File: config.mk
export PLATFORM = sky130hd
export DESIGN_NAME = imem_loader
export DESIGN_NICKNAME = d
export VERILOG_FILES = /design/src/rtl/imem_loader.sv
export SDC_FILE = /design/constraint.sdc
export NUM_CORES = 1
export LEC_CHECK = 0
export ABC_AREA = 1
export BUFFER_PORTS_ARGS = -buffer_cell sky130_fd_sc_hd__buf_2
export CORE_ASPECT_RATIO = 1.75
export CORE_MARGIN = 2
export CORE_UTILIZATION = 54
export CTS_BUF_LIST = sky130_fd_sc_hd__clkbuf_16
export CTS_CLUSTER_SIZE = 8
export DETAILED_ROUTE_END_ITERATION = 10
export PLACE_DENSITY = 0.79
export SLEW_MARGIN = 10
export SYNTH_ARGS = -nofsm -noshare
export SYNTH_HDL_FRONTEND = slang
export SYNTH_SLANG_ARGS = --single-unit
File: constraint.sdc
create_clock -name clk -period 3.8 [get_ports clk]
set_input_delay 0.19 -clock clk [delete_from_list [all_inputs] [get_ports clk]]
set_output_delay 0.19 -clock clk [all_outputs]
set_load 0.02 [all_outputs]
File: src/rtl/imem_loader.sv
// Boot-time instruction memory loader: assembles a little-endian byte stream
// (length, data words, checksum) into word writes and holds the core until verified.
module imem_loader #(
    parameter int DATA_WIDTH = 32,
    parameter int DATA_BYTES = 4,
    parameter int ADDR_WIDTH = 10
) (
    input  logic                    clk,
    input  logic                    rst,
    input  logic                    start_i,
    input  logic [7:0]              byte_i,
    input  logic                    byte_valid_i,
    output logic                    byte_ready_o,
    output logic [DATA_WIDTH-1:0]   wdata_o,
    output logic [ADDR_WIDTH-1:0]   waddr_o,
    output logic [DATA_BYTES-1:0]   wen_o,
    output logic                    core_hold_o,
    output logic                    done_o,
    output logic                    err_o,
    output logic [ADDR_WIDTH:0]     word_cnt_o
);

    localparam int CNT_W = (DATA_BYTES > 1) ? $clog2(DATA_BYTES) : 1;
    localparam logic [CNT_W-1:0]      LAST_BYTE = CNT_W'(DATA_BYTES - 1);
    localparam logic [DATA_WIDTH-1:0] MAX_WORDS = DATA_WIDTH'(1) << ADDR_WIDTH;
    localparam logic [ADDR_WIDTH:0]   CNT_ONE   = (ADDR_WIDTH+1)'(1);

    // CHECK is the one-cycle registered compare between the last checksum byte and DONE/ERROR
    typedef enum logic [2:0] {
        S_IDLE,
        S_LEN,
        S_DATA,
        S_CSUM,
        S_CHECK,
        S_DONE,
        S_ERROR
    } state_t;

    state_t                 state_reg;
    logic [CNT_W-1:0]       byte_cnt_reg;
    logic [DATA_WIDTH-1:0]  shift_reg;
    logic [DATA_WIDTH-1:0]  csum_reg;
    logic [ADDR_WIDTH:0]    len_reg;
    logic                   csum_ok_reg;

    logic                   accept;
    logic                   last_byte;
    logic [DATA_WIDTH-1:0]  word_full;

    assign accept    = byte_valid_i && byte_ready_o;
    assign last_byte = accept && (byte_cnt_reg == LAST_BYTE);
    // Bytes shift in from the top, so the first byte of a field ends up in [7:0]
    assign word_full = {byte_i, shift_reg[DATA_WIDTH-1:8]};

    always_ff @(posedge clk or posedge rst) begin
        if (rst) begin
            state_reg    <= S_IDLE;
            byte_cnt_reg <= '0;
            shift_reg    <= '0;
            csum_reg     <= '0;
            len_reg      <= '0;
            csum_ok_reg  <= 1'b0;
            byte_ready_o <= 1'b0;
            wdata_o      <= '0;
            waddr_o      <= '0;
            wen_o        <= '0;
            core_hold_o  <= 1'b1;
            done_o       <= 1'b0;
            err_o        <= 1'b0;
            word_cnt_o   <= '0;
        end else begin
            // The write pulse lasts one cycle; address and count advance as it ends
            if (wen_o != '0) begin
                wen_o      <= '0;
                waddr_o    <= waddr_o + 1'b1;
                word_cnt_o <= word_cnt_o + CNT_ONE;
            end

            if (accept) begin
                shift_reg    <= word_full;
                byte_cnt_reg <= byte_cnt_reg + 1'b1;
            end

            case (state_reg)
                S_IDLE, S_DONE, S_ERROR: begin
                    if (start_i) begin
                        state_reg    <= S_LEN;
                        byte_ready_o <= 1'b1;
                        core_hold_o  <= 1'b1;
                        done_o       <= 1'b0;
                        err_o        <= 1'b0;
                        byte_cnt_reg <= '0;
                        word_cnt_o   <= '0;
                        waddr_o      <= '0;
                        csum_reg     <= '0;
                    end
                end
                S_LEN: begin
                    if (last_byte) begin
                        len_reg <= word_full[ADDR_WIDTH:0];
                        if (word_full == '0) begin
                            state_reg <= S_CSUM;
                        end else if (word_full > MAX_WORDS) begin
                            state_reg    <= S_ERROR;
                            byte_ready_o <= 1'b0;
                            err_o        <= 1'b1;
                        end else begin
                            state_reg <= S_DATA;
                        end
                    end
                end
                S_DATA: begin
                    if (last_byte) begin
                        wdata_o  <= word_full;
                        wen_o    <= '1;
                        csum_reg <= csum_reg + word_full;
                        if (word_cnt_o + CNT_ONE == len_reg) begin
                            state_reg <= S_CSUM;
                        end
                    end
                end
                S_CSUM: begin
                    if (last_byte) begin
                        csum_ok_reg  <= (word_full == csum_reg);
                        state_reg    <= S_CHECK;
                        byte_ready_o <= 1'b0;
                    end
                end
                S_CHECK: begin
                    if (csum_ok_reg) begin
                        state_reg   <= S_DONE;
                        done_o      <= 1'b1;
                        core_hold_o <= 1'b0;
                    end else begin
                        state_reg <= S_ERROR;
                        err_o     <= 1'b1;
                    end
                end
                default: begin
                    state_reg    <= S_IDLE;
                    byte_ready_o <= 1'b0;
                end
            endcase
        end
    end

endmodule

==> load_flow_metrics.sql <==
INSERT INTO impl_metrics (metric_group, metric, value, unit) VALUES
('cts', 'tritoncts', 'built', ''),
('floorplanning', 'io_pins', '73', ''),
('logic_synthesis', 'synthesized_instance_count', '1038', ''),
('logic_synthesis', 'synthesis.area_per_instance', '7.506', 'um2'),
('worst_setup_path', 'crit_path_top_delay_cell', 'sky130_fd_sc_hd__nor2_4', ''),
('logic_synthesis', 'synth_enable_flop_cells', '0', ''),
('worst_setup_path', 'crit_path_max_fanout', '32', ''),
('grt', 'first_pass_grt_wire_length', '34.90', 'mm'),
('grt', 'grt_most_used_layer', 'met2', ''),
('sta', 'rsz_0062_raised_after_global_routing', 'no', ''),
('hold_path', 'number_of_cells_on_the_worst_hold_path', '3', ''),
('sta', 'final_setup_fails', '0', ''),
('pwr', 'leakagePower', '4.544', 'nW'),
('finish', 'syn2layout_area_growth', '14.00', '%'),
('grt', 'grt_max_degree', '76', ''),
('cts', 'cts_root_buf', 'sky130_fd_sc_hd__clkbuf_16', ''),
('cts', 'numClockSinks', '134', ''),
('routing', 'number_of_nets_still_failing_antenna_checks_after_routing', '0', ''),
('worst_setup_path', 'setup.worst_path.end_class', 'flop', ''),
('finish', 'postLayoutCellArea', '8882', 'um2'),
('grt', 'use_met2', '0.5397', ''),
('finish', 'drive_above_1_share', '0.1257', ''),
('cts', 'clkTransAtPathRegs', '60', 'ps'),
('grt', 'globalRouteMet3Util', '0.05460', ''),
('worst_setup_path', 'beginning_of_the_critical_path', 'byte_cnt_reg[0]$_DFF_PP0_', ''),
('logic_synthesis', 'synth-async-reset-ratio', '1.000', ''),
('pwr', 'pd_cells', '669.0', 'nW/um2'),
('floorplanning', 'die_area', '15440', 'um2'),
('floorplanning', 'fp.dieH', '162.9', 'um'),
('logic_synthesis', 'synthDominantCellAreaShare', '0.4272', ''),
('logic_synthesis', 'synth_largest_area_cell', 'sky130_fd_sc_hd__dfrtp_1', ''),
('floorplanning', 'core_area', '14220', 'um2'),
('grt', 'grt-ovfl-total', '0', ''),
('routing', 'routedWlPerCell', '16.54', 'um'),
('worst_setup_path', 'worst_path_max_stage_delay', '620', 'ps'),
('routing', 'initialDrtViolationCount', '394', ''),
('sta', 'final_min_period_over_clock_period', '0.6767', ''),
('place', 'dpl_cell_area', '8280', 'um2'),
('job', 'drv_cap', '0', ''),
('grt', 'vias_in_the_first_global_route', '7198', ''),
('sta', 'finClkSkew', '11.80', 'ps'),
('grt', 'grt_use_total', '0.2975', ''),
('logic_synthesis', 'ffs_latches_synth', '134', ''),
('sta', 'max_clock_freq', '388.9', 'MHz'),
('logic_synthesis', 'synth_cell_types', '45', ''),
('sta', 'worst_slew_margin_rel', '0.2542', ''),
('worst_setup_path', 'data_required_time_of_the_worst_path', '4120', 'ps'),
('worst_setup_path', 'worstPathArrival', '2890', 'ps'),
('finish', 'final_util', '0.6245', ''),
('routing', 'detail_route.first_pass.iterations', '5', ''),
('hold_path', 'worst_hold_path_type', 'input port to flop', ''),
('logic_synthesis', 'syn-cell-area', '7791', 'um2'),
('routing', 'num_vias', '7243', ''),
('pwr', 'totalPowerFinal', '5.942', 'mW'),
('sta', 'worst_pin_slew', '1119', 'ps'),
('finish', 'num-fill-cells', '1332', ''),
('grt', 'antenna_violations_before_repair', '0', ''),
('grt', 'use_met1', '0.2877', ''),
('sta', 'slew_violations', '0', ''),
('place', 'place.detailed.hpwl', '16.39', 'mm'),
('sta', 'fin_tns_setup', '0', 'ps'),
('place', 'place.gp.congestion', '1.024', ''),
('worst_setup_path', 'timing.critical_path.from_type', 'flop', ''),
('worst_setup_path', 'path_cells', 'ha_1 > nand3_1 > inv_1 > nand2_2 > nand2_1 > nand2_2 > nor2_8 > nor2_4 > nand2_1 > o21ai_1', ''),
('cts', 'cts_buffer_depth', '2', ''),
('logic_synthesis', 'synth_seq_area_share', '0.4305', ''),
('cts', 'h-tree-depth', '4', ''),
('run_status', 'run_status', 'complete, no violations', ''),
('routing', 'drc', '0', ''),
('logic_synthesis', 'yosys-top-cells-area', 'sky130_fd_sc_hd__dfrtp_1, sky130_fd_sc_hd__nand2_1, sky130_fd_sc_hd__o21ai_0', ''),
('routing', 'vias_per_cell', '5.563', '');
==> repair_timing <==
action                                 4_1_cts  5_1_grt
hold buffers                                 1        0
gates resized for setup                      0        0
endpoints found under the hold margin       68        0
==> area by class of cell <==
class | count | area (um2) | share of cell area
Clock inverter | 14 | 166.4 | 0.01874
Sequential cell | 134 | 3354 | 0.3777
Tap cell | 180 | 225.2 | 0.02536
Inverter | 120 | 457.9 | 0.05156
Clock buffer | 17 | 425.4 | 0.04789
Timing Repair Buffer | 77 | 400.4 | 0.04508
Multi-Input combinational cell | 760 | 3852 | 0.4337
==> metrics by stage <==
step                      instances  worst slack [ps]
after floorplan                1038             28.90
after global placement         1270              1350
after detailed placement       1270              1305
after CTS                      1302              1235
after global routing           1302              1004
final                          1302              1229
==> synth_stat cells (2+ instances only) <==
master                     instances
sky130_fd_sc_hd__a211oi_1          2
sky130_fd_sc_hd__a21boi_0          3
sky130_fd_sc_hd__a21o_1            3
sky130_fd_sc_hd__a21oi_1          56
sky130_fd_sc_hd__a31oi_1           2
sky130_fd_sc_hd__and2_1            2
sky130_fd_sc_hd__buf_2             8
sky130_fd_sc_hd__buf_6             4
sky130_fd_sc_hd__clkbuf_1         11
sky130_fd_sc_hd__dfrtp_1         133
sky130_fd_sc_hd__ha_1             34
sky130_fd_sc_hd__inv_1           112
sky130_fd_sc_hd__inv_2             7
sky130_fd_sc_hd__nand2_1         300
sky130_fd_sc_hd__nand2_2           4
sky130_fd_sc_hd__nand3_1          56
sky130_fd_sc_hd__nand3b_1          6
sky130_fd_sc_hd__nand4_1          17
sky130_fd_sc_hd__nor2_1           83
sky130_fd_sc_hd__nor2_4            3
sky130_fd_sc_hd__nor3_1           14
sky130_fd_sc_hd__nor4_1           10
sky130_fd_sc_hd__o211ai_2          4
sky130_fd_sc_hd__o21ai_0          91
sky130_fd_sc_hd__o21ai_1          32
sky130_fd_sc_hd__o21ai_2           3
sky130_fd_sc_hd__o21bai_1          6
sky130_fd_sc_hd__or2_2             5
sky130_fd_sc_hd__xnor2_1           6
sky130_fd_sc_hd__xor2_1            6
==> final timing paths <==
kind	slack, ps	to
worst min register to register	470	core_hold_o$_DFFE_PP1P_
min in group asynchronous	410	word_cnt_o[5]$_DFF_PP0_
worst max-delay path	1230	csum_reg[4]$_DFFE_PP0P_
worst min-delay path	90	wdata_o[30]$_DFFE_PP0P_
max in group asynchronous	2480	shift_reg[9]$_DFFE_PP0P_
worst max register to register	1230	csum_reg[4]$_DFFE_PP0P_
==> routing by layer <==
layer,vias to the layer above,part of all wire
li1,3561,-
met1,3373,0.35
met2,213,0.53
met3,96,0.033
met4,0,0.087
met5,-,0
==> cells in the final DEF (no fill, tap or decap), types with 3 or more instances in the layout <==
| master | Yosys | layout |
|---|---|---|
| sky130_fd_sc_hd__a21boi_0 | 3 | 3 |
| sky130_fd_sc_hd__a21o_1 | 3 | 3 |
| sky130_fd_sc_hd__a21oi_1 | 56 | 56 |
| sky130_fd_sc_hd__buf_2 | 8 | 72 |
| sky130_fd_sc_hd__buf_4 | 0 | 4 |
| sky130_fd_sc_hd__clkbuf_16 | 0 | 17 |
| sky130_fd_sc_hd__clkinv_4 | 0 | 3 |
| sky130_fd_sc_hd__clkinvlp_4 | 0 | 3 |
| sky130_fd_sc_hd__dfrtp_1 | 133 | 133 |
| sky130_fd_sc_hd__ha_1 | 34 | 34 |
| sky130_fd_sc_hd__inv_1 | 112 | 111 |
| sky130_fd_sc_hd__inv_2 | 7 | 7 |
| sky130_fd_sc_hd__inv_6 | 0 | 5 |
| sky130_fd_sc_hd__nand2_1 | 300 | 300 |
| sky130_fd_sc_hd__nand2_2 | 4 | 4 |
| sky130_fd_sc_hd__nand3_1 | 56 | 56 |
| sky130_fd_sc_hd__nand3b_1 | 6 | 6 |
| sky130_fd_sc_hd__nand4_1 | 17 | 17 |
| sky130_fd_sc_hd__nor2_1 | 83 | 83 |
| sky130_fd_sc_hd__nor2_4 | 3 | 3 |
| sky130_fd_sc_hd__nor3_1 | 14 | 14 |
| sky130_fd_sc_hd__nor4_1 | 10 | 10 |
| sky130_fd_sc_hd__o211ai_2 | 4 | 4 |
| sky130_fd_sc_hd__o21ai_0 | 91 | 91 |
| sky130_fd_sc_hd__o21ai_1 | 32 | 32 |
| sky130_fd_sc_hd__o21ai_2 | 3 | 3 |
| sky130_fd_sc_hd__o21bai_1 | 6 | 6 |
| sky130_fd_sc_hd__or2_2 | 5 | 5 |
| sky130_fd_sc_hd__xnor2_1 | 6 | 6 |
| sky130_fd_sc_hd__xor2_1 | 6 | 6 |
==> cell families (layout without fill, tap and decap cells) <==
group | count (synthesis) | in the layout | synth area share
compound gates | 208 | 208 | 0.1463
xor+xnor | 12 | 12 | 0.01349
fa+ha+maj | 35 | 35 | 0.05717
buf+inv | 144 | 228 | 0.07500
flops | 134 | 134 | 0.4305
simple gates | 505 | 505 | 0.2775
==> power by group <==
group	switching (mW)	total, mW	internal, mW
combinational	1.49	2.16	0.675
clock	0.680	1.66	0.981
sequential	0.347	2.12	1.77
==> worst max-delay path: cells and delay by family, from the launching register on <==
kind / cells / cell delay [ps]
simple gates: 7 / 1570
flops: 1 / 400
fa+ha+maj: 1 / 200
compound gates: 1 / 150
buf+inv: 1 / 130
No activity file was read; power rests on OpenSTA's default activity.
